**config.mk**
```make
export PLATFORM = sky130hd
export DESIGN_NAME = branch_resolver_flat
export DESIGN_NICKNAME = d
export VERILOG_FILES = /design/src/rtl/branch_resolver_if.sv /design/src/rtl/branch_resolver.sv /design/src/flat_wrapper.sv
export SDC_FILE = /design/constraint.sdc
export NUM_CORES = 1
export LEC_CHECK = 0
export ABC_CLOCK_PERIOD_IN_PS = 4600
export CORE_ASPECT_RATIO = 0.8
export CORE_UTILIZATION = 32
export DETAILED_ROUTE_END_ITERATION = 6
export PLACE_DENSITY = 0.68
export SLEW_MARGIN = 20
export SYNTH_ARGS = -nofsm -noshare
export SYNTH_HDL_FRONTEND = slang
export SYNTH_SLANG_ARGS = --single-unit
```
**constraint.sdc**
```tcl
create_clock -name clk -period 4.6 [get_ports clk]
set_input_delay 1.15 -clock clk [delete_from_list [all_inputs] [get_ports clk]]
set_output_delay 1.15 -clock clk [all_outputs]
set_load 0.01 [all_outputs]
```
**src/rtl/branch_resolver_if.sv**
```systemverilog
// Branch-forwarding interface between the commit stage (ROB head) and the branch resolver.
// The master side presents committed instructions; the slave side (the resolver) returns the
// forwarding record, the stall indication and the statistics counters.
interface branch_resolver_if #(
   parameter int unsigned CNT_WIDTH = 32
) ();
   logic                 in_commit_valid;
   logic                 in_commit_is_branch;
   logic                 in_commit_is_jalr;
   logic [31:0]          in_commit_pc;
   logic                 in_commit_pred_taken;
   logic                 in_commit_actual_taken;
   logic [31:0]          in_commit_target;
   logic                 out_ready;
   logic                 out_misbranch;
   logic                 out_branch_taken;
   logic [31:0]          out_branch_pc;
   logic [31:0]          out_correct_address;
   logic                 out_update_valid;
   logic [CNT_WIDTH-1:0] out_branch_count;
   logic [CNT_WIDTH-1:0] out_mispredict_count;

   modport master (
      output in_commit_valid, in_commit_is_branch, in_commit_is_jalr, in_commit_pc,
             in_commit_pred_taken, in_commit_actual_taken, in_commit_target,
      input  out_ready, out_misbranch, out_branch_taken, out_branch_pc, out_correct_address,
             out_update_valid, out_branch_count, out_mispredict_count
   );

   modport slave (
      input  in_commit_valid, in_commit_is_branch, in_commit_is_jalr, in_commit_pc,
             in_commit_pred_taken, in_commit_actual_taken, in_commit_target,
      output out_ready, out_misbranch, out_branch_taken, out_branch_pc, out_correct_address,
             out_update_valid, out_branch_count, out_mispredict_count
   );
endinterface

```
**src/rtl/branch_resolver.sv**
```systemverilog
// Commit-side branch resolution: checks each committed branch/JALR against its prediction,
// publishes the forwarding record one cycle later, and stalls commit for a fixed flush window
// after a misbranch so the pipeline can roll back.
module branch_resolver #(
   parameter int unsigned FLUSH_CYCLES = 2,
   parameter int unsigned CNT_WIDTH    = 32
) (
   input logic              clk,
   input logic              rst,
   input logic              ena,
   branch_resolver_if.slave br_if
);
   localparam int unsigned FcW = (FLUSH_CYCLES < 2) ? 1 : $clog2(FLUSH_CYCLES + 1);

   typedef enum logic [0:0] {StIdle, StFlush} state_e;

   state_e               r_state;
   logic [FcW-1:0]       r_flush_cnt;
   logic                 r_ready;
   logic                 r_misbranch;
   logic                 r_update_valid;
   logic                 r_branch_taken;
   logic [31:0]          r_branch_pc;
   logic [31:0]          r_correct_address;
   logic [CNT_WIDTH-1:0] r_branch_count;
   logic [CNT_WIDTH-1:0] r_mispredict_count;

   logic                 w_is_ctrl;
   logic                 w_accept;
   logic [31:0]          w_pc_plus4;
   logic                 w_taken;
   logic [31:0]          w_correct;
   logic                 w_mis;

   // Resolve the instruction at the ROB head; JALR wins when both type flags are set.
   always_comb begin
      w_is_ctrl  = br_if.in_commit_is_branch | br_if.in_commit_is_jalr;
      w_accept   = ena & br_if.in_commit_valid & r_ready & w_is_ctrl;
      w_pc_plus4 = br_if.in_commit_pc + 32'd4;
      if (br_if.in_commit_is_jalr) begin
         w_taken   = 1'b1;
         w_correct = br_if.in_commit_target;
         w_mis     = (br_if.in_commit_target != w_pc_plus4);
      end else begin
         w_taken   = br_if.in_commit_actual_taken;
         w_correct = br_if.in_commit_actual_taken ? br_if.in_commit_target : w_pc_plus4;
         w_mis     = (br_if.in_commit_pred_taken != br_if.in_commit_actual_taken);
      end
   end

   // Resolver FSM with registered record, pulses, flush countdown and statistics.
   always_ff @(posedge clk) begin
      if (rst) begin
         r_state            <= StIdle;
         r_flush_cnt        <= '0;
         r_ready            <= 1'b1;
         r_misbranch        <= 1'b0;
         r_update_valid     <= 1'b0;
         r_branch_taken     <= 1'b0;
         r_branch_pc        <= '0;
         r_correct_address  <= '0;
         r_branch_count     <= '0;
         r_mispredict_count <= '0;
      end else begin
         // Pulses last one cycle and are also cleared while disabled.
         r_misbranch    <= 1'b0;
         r_update_valid <= 1'b0;
         if (ena) begin
            unique case (r_state)
               StIdle: begin
                  if (w_accept) begin
                     r_update_valid    <= 1'b1;
                     r_branch_taken    <= w_taken;
                     r_branch_pc       <= br_if.in_commit_pc;
                     r_correct_address <= w_correct;
                     r_branch_count    <= r_branch_count + CNT_WIDTH'(1);
                     if (w_mis) begin
                        r_misbranch        <= 1'b1;
                        r_mispredict_count <= r_mispredict_count + CNT_WIDTH'(1);
                        r_state            <= StFlush;
                        r_ready            <= 1'b0;
                        r_flush_cnt        <= FcW'(FLUSH_CYCLES);
                     end
                  end
               end
               StFlush: begin
                  if (r_flush_cnt == FcW'(1)) begin
                     r_state     <= StIdle;
                     r_ready     <= 1'b1;
                     r_flush_cnt <= '0;
                  end else begin
                     r_flush_cnt <= r_flush_cnt - FcW'(1);
                  end
               end
               default: begin
                  r_state <= StIdle;
                  r_ready <= 1'b1;
               end
            endcase
         end
      end
   end

   assign br_if.out_ready            = r_ready;
   assign br_if.out_misbranch        = r_misbranch;
   assign br_if.out_update_valid     = r_update_valid;
   assign br_if.out_branch_taken     = r_branch_taken;
   assign br_if.out_branch_pc        = r_branch_pc;
   assign br_if.out_correct_address  = r_correct_address;
   assign br_if.out_branch_count     = r_branch_count;
   assign br_if.out_mispredict_count = r_mispredict_count;
endmodule

```
**src/flat_wrapper.sv**
```systemverilog
// flat-port wrapper written by rule: the top's interface ports become plain ports
module branch_resolver_flat 
#(
   parameter int unsigned FLUSH_CYCLES = 2,
   parameter int unsigned CNT_WIDTH    = 32
)
  (clk, rst, ena, br_if_in_commit_valid, br_if_in_commit_is_branch, br_if_in_commit_is_jalr, br_if_in_commit_pc, br_if_in_commit_pred_taken, br_if_in_commit_actual_taken, br_if_in_commit_target, br_if_out_ready, br_if_out_misbranch, br_if_out_branch_taken, br_if_out_branch_pc, br_if_out_correct_address, br_if_out_update_valid, br_if_out_branch_count, br_if_out_mispredict_count);
  branch_resolver_if #(.CNT_WIDTH(CNT_WIDTH)) br_if_i ();
  input logic clk;
  input logic rst;
  input logic ena;
  input wire logic [$bits(br_if_i.in_commit_valid)-1:0] br_if_in_commit_valid;
  input wire logic [$bits(br_if_i.in_commit_is_branch)-1:0] br_if_in_commit_is_branch;
  input wire logic [$bits(br_if_i.in_commit_is_jalr)-1:0] br_if_in_commit_is_jalr;
  input wire logic [$bits(br_if_i.in_commit_pc)-1:0] br_if_in_commit_pc;
  input wire logic [$bits(br_if_i.in_commit_pred_taken)-1:0] br_if_in_commit_pred_taken;
  input wire logic [$bits(br_if_i.in_commit_actual_taken)-1:0] br_if_in_commit_actual_taken;
  input wire logic [$bits(br_if_i.in_commit_target)-1:0] br_if_in_commit_target;
  output wire logic [$bits(br_if_i.out_ready)-1:0] br_if_out_ready;
  output wire logic [$bits(br_if_i.out_misbranch)-1:0] br_if_out_misbranch;
  output wire logic [$bits(br_if_i.out_branch_taken)-1:0] br_if_out_branch_taken;
  output wire logic [$bits(br_if_i.out_branch_pc)-1:0] br_if_out_branch_pc;
  output wire logic [$bits(br_if_i.out_correct_address)-1:0] br_if_out_correct_address;
  output wire logic [$bits(br_if_i.out_update_valid)-1:0] br_if_out_update_valid;
  output wire logic [$bits(br_if_i.out_branch_count)-1:0] br_if_out_branch_count;
  output wire logic [$bits(br_if_i.out_mispredict_count)-1:0] br_if_out_mispredict_count;
  assign br_if_i.in_commit_valid = br_if_in_commit_valid;
  assign br_if_i.in_commit_is_branch = br_if_in_commit_is_branch;
  assign br_if_i.in_commit_is_jalr = br_if_in_commit_is_jalr;
  assign br_if_i.in_commit_pc = br_if_in_commit_pc;
  assign br_if_i.in_commit_pred_taken = br_if_in_commit_pred_taken;
  assign br_if_i.in_commit_actual_taken = br_if_in_commit_actual_taken;
  assign br_if_i.in_commit_target = br_if_in_commit_target;
  assign br_if_out_ready = br_if_i.out_ready;
  assign br_if_out_misbranch = br_if_i.out_misbranch;
  assign br_if_out_branch_taken = br_if_i.out_branch_taken;
  assign br_if_out_branch_pc = br_if_i.out_branch_pc;
  assign br_if_out_correct_address = br_if_i.out_correct_address;
  assign br_if_out_update_valid = br_if_i.out_update_valid;
  assign br_if_out_branch_count = br_if_i.out_branch_count;
  assign br_if_out_mispredict_count = br_if_i.out_mispredict_count;
  branch_resolver #(.FLUSH_CYCLES(FLUSH_CYCLES), .CNT_WIDTH(CNT_WIDTH)) u_core (.clk(clk), .rst(rst), .ena(ena), .br_if(br_if_i));
endmodule
```
==> run metrics <==
CTS H-tree depth=4; final max-slew violation count=0; Final min period=~4.4 ns; most used cell, CP=buf_4; total of warnings raised by yosys=0; final hold vios=0; gr busiest metal=met2; GPL Wtd Cong=roughly 0.9; Total Nets Final=1209; Hold Path Stages=2; post-synth net total=997; Worst Setup Start Kind=input pin; Synth area leaders=dfxtp_1 38%, a21oi_1 6.9%, nand2_1 6.1%; top cells by count, synth=135 x dfxtp_1, 118 x nand2_1, 117 x nor2_1; Max-slew headroom=0.301; first-pass GRT wire length=36.3 mm; Die W=170 microns; CP Data Required Time=4.85 ns; DIE HEIGHT=136 microns; # DRC=0; Max rail drop VDD=0.000162 V; CP Cell Sequence=clkdlybuf4s50_1 -> ha_1 -> nand4_1 -> buf_4 -> nor4_1 -> and3_1 -> nand2_1 -> mux2_2 -> a2111oi_0 -> and4b_2 -> buf_12 -> buf_4 -> or4_1 -> a21oi_1; Tot GR Track Use=0.199; IO Port Bufs=203; layout cells sized above 1=0.0916; critical-path maximum fanout=21; global-route met3 utilization=0.0576; CTS resizes=0; Worst Skew=0.00888 ns; outcome=completed; CTS Sinks=135; Post-Syn Area per Cell=a little under 8 sq um; worst hold margin=0.453 ns; maxcap violations=0; Diodes inserted=0; most used flip-flop cell after synthesis=dfxtp_1; final setup violation count=0; initial cell density of the core=0.330; FF+latch count, synth=135; top-count cell post-synth=dfxtp_1; Max Fclk=230 MHz; type of the worst setup path=input pin to register; post-CTS setup repair buffer count=0; Pwr per Cell Area=293 mW/mm^2; Pre-Repair DR Iteration Count=5; largest area contributor in the netlist=dfxtp_1; reg2reg start=u_core.br_if.out_mispredict_count[4]$_SDFFE_PP0P_; largest net degree at the start of global routing=98; Reg clk slew, reported paths=0.06 ns; # hold bufs at CTS=0; top-area cell type share of the netlist area=0.375; initial DRC count=519; worst r2r path cells=9; period utilisation layout=0.947; asr flop ratio synth=0; GR Overflow Total=0; num rows=48; Area Growth Syn to Fin=44.4%; count of mapped cells out of synthesis=between 900 and 1000; total CTS buffers=17; Vias/cell=5.16; Hold Path Class=register to register; Post-synth EDFFs=0; io pins=between 200 and 250; slowest CP cell=clkdlybuf4s50_1; CTS tree=built; Synth Cell Area=0.00720 sq mm; Worst-Margin Slew=roughly 1.0 ns; met2 usage=0.304; reg2reg end=u_core.br_if.out_mispredict_count[29]$_SDFFE_PP0P_; DRT antenna net count=0; WL final=23.0 mm; root buffer cell=clkbuf_16; GR Util met1=0.269; die outline area=0.0231 sq mm; number of global-route vias before repair=6804; Cell variety after synth=61; wire length per cell=15.9 microns; DR vias=7462; P_leak=between 3 and 4 nW; initial antenna violation count=0; Max stage delay on crit path=0.57 ns; crit path DAT=4.61 ns; crit end category=register; Max Root-Sink Buffers=2; overall power=0.00304 W; Critical Path Start=br_if_in_commit_pc[3]; core area=0.0218 sq mm; DPL Wire Length=16.8 mm; register area share after synthesis=0.375; RSZ-0062 raised after global routing=no; HP Start=u_core.br_if.out_branch_pc[9]$_SDFFE_PP0P_; hold endpoint=u_core.br_if.out_branch_pc[9]$_SDFFE_PP0P_; setup slack, reg-to-reg=1.83 ns; worst skew pair latency=0.42 ns
==> per-layer routing <==
metal	wire length, microns	share of wire
met3	1670	0.072
met4	327	0.014
met2	10300	0.45
met1	10700	0.47
met5	0	0
==> power by group <==
part	internal (W)	switching, W	leakage (nW)
Combinational	0.000204	0.000220	2.11
Sequential	0.00120	0.0000193	1.09
Clock	0.000814	0.000584	0.282
Total	0.00222	0.000824	3.49
==> cells in the final DEF (no fill, tap or decap), types with 17 or more instances in the layout <==
master,Yosys,routed
a211oi_1,28,28
a21oi_1,100,100
and3_1,17,17
buf_4,1,55
clkbuf_16,0,17
clkdlybuf4s50_1,0,202
dfxtp_1,135,135
nand2_1,118,118
nand3_1,32,32
nand4_1,28,28
nor2_1,117,115
o31ai_1,30,30
or4_1,29,29
xnor2_1,49,49
xor2_1,39,39
==> worst max-delay path, delay by kind of cell <==
kind | cells | cell delay (ns)
AO/OA/AOI/OAI | 2 | 0.44
AND/OR/NAND/NOR | 6 | 1.38
adder cells (fa/ha/maj) | 1 | 0.20
multiplexers | 1 | 0.28
buffers and inverters | 4 | 1.14
==> cells by family (layout without fill, tap and decap cells) <==
| kind of cell | count (synthesis) | in the layout | synth area share |
|---|---|---|---|
| AOI/OAI and AO/OA | 202 | 202 | 0.174 |
| xor gates and xnor gates | 89 | 89 | 0.110 |
| adders and majority gates | 4 | 4 | 0.00695 |
| buffers and inverters | 79 | 304 | 0.0474 |
| DFF | 135 | 135 | 0.375 |
| muxes | 6 | 6 | 0.0108 |
| and+or+nand+nor | 406 | 406 | 0.276 |
==> final cells by class <==
class                      count  area [sq um]
sequential                   135          2700
multi-input combinational    707          4190
inverter                      12          45.0
tap                          300           375
timing repair buffer         260          2490
clock inverter                14           163
fill                        2139         11400
clock buffer                  18           429
==> through the flow <==
step	cells	setup slack, ns	area [sq um]	TNS, ns	util
CTS	1446	0.297	10400	0	0.477
global placement	1414	-0.111	9810	-2.48	0.450
floorplan	921	0.536	7200	0	-
finish	1446	0.246	10400	0	0.477
global route	1446	0.0146	10400	0	0.477
detailed placement	1414	-0.145	9810	-2.99	0.450
==> sequential cells by signal, summed over array words and instances, names as in the netlist <==
name / cells
u_core.r_flush_cnt: 2
u_core.br_if.out_misbranch: 1
u_core.br_if.out_branch_count: 32
u_core.br_if.out_correct_address: 32
u_core.br_if.out_mispredict_count: 32
u_core.r_state: 1
u_core.br_if.out_branch_taken: 1
u_core.br_if.out_ready: 1
u_core.br_if.out_update_valid: 1
u_core.br_if.out_branch_pc: 32
==> how the worst max path moves through the flow <==
stage	slack (ns)	cells past startpoint	to
6_report	0.25	14	u_core.br_if.out_mispredict_count[10]$_SDFFE_PP0P_
5_1_grt	0.01	14	u_core.br_if.out_mispredict_count[3]$_SDFFE_PP0P_
4_1_cts	0.30	14	u_core.br_if.out_mispredict_count[3]$_SDFFE_PP0P_
3_5_place_dp	-0.15	14	u_core.br_if.out_mispredict_count[3]$_SDFFE_PP0P_
3_3_place_gp	-0.11	13	u_core.br_if.out_mispredict_count[22]$_SDFFE_PP0P_
2_1_floorplan	0.54	13	u_core.br_if.out_mispredict_count[22]$_SDFFE_PP0P_
No activity file was read; power rests on OpenSTA's default activity.
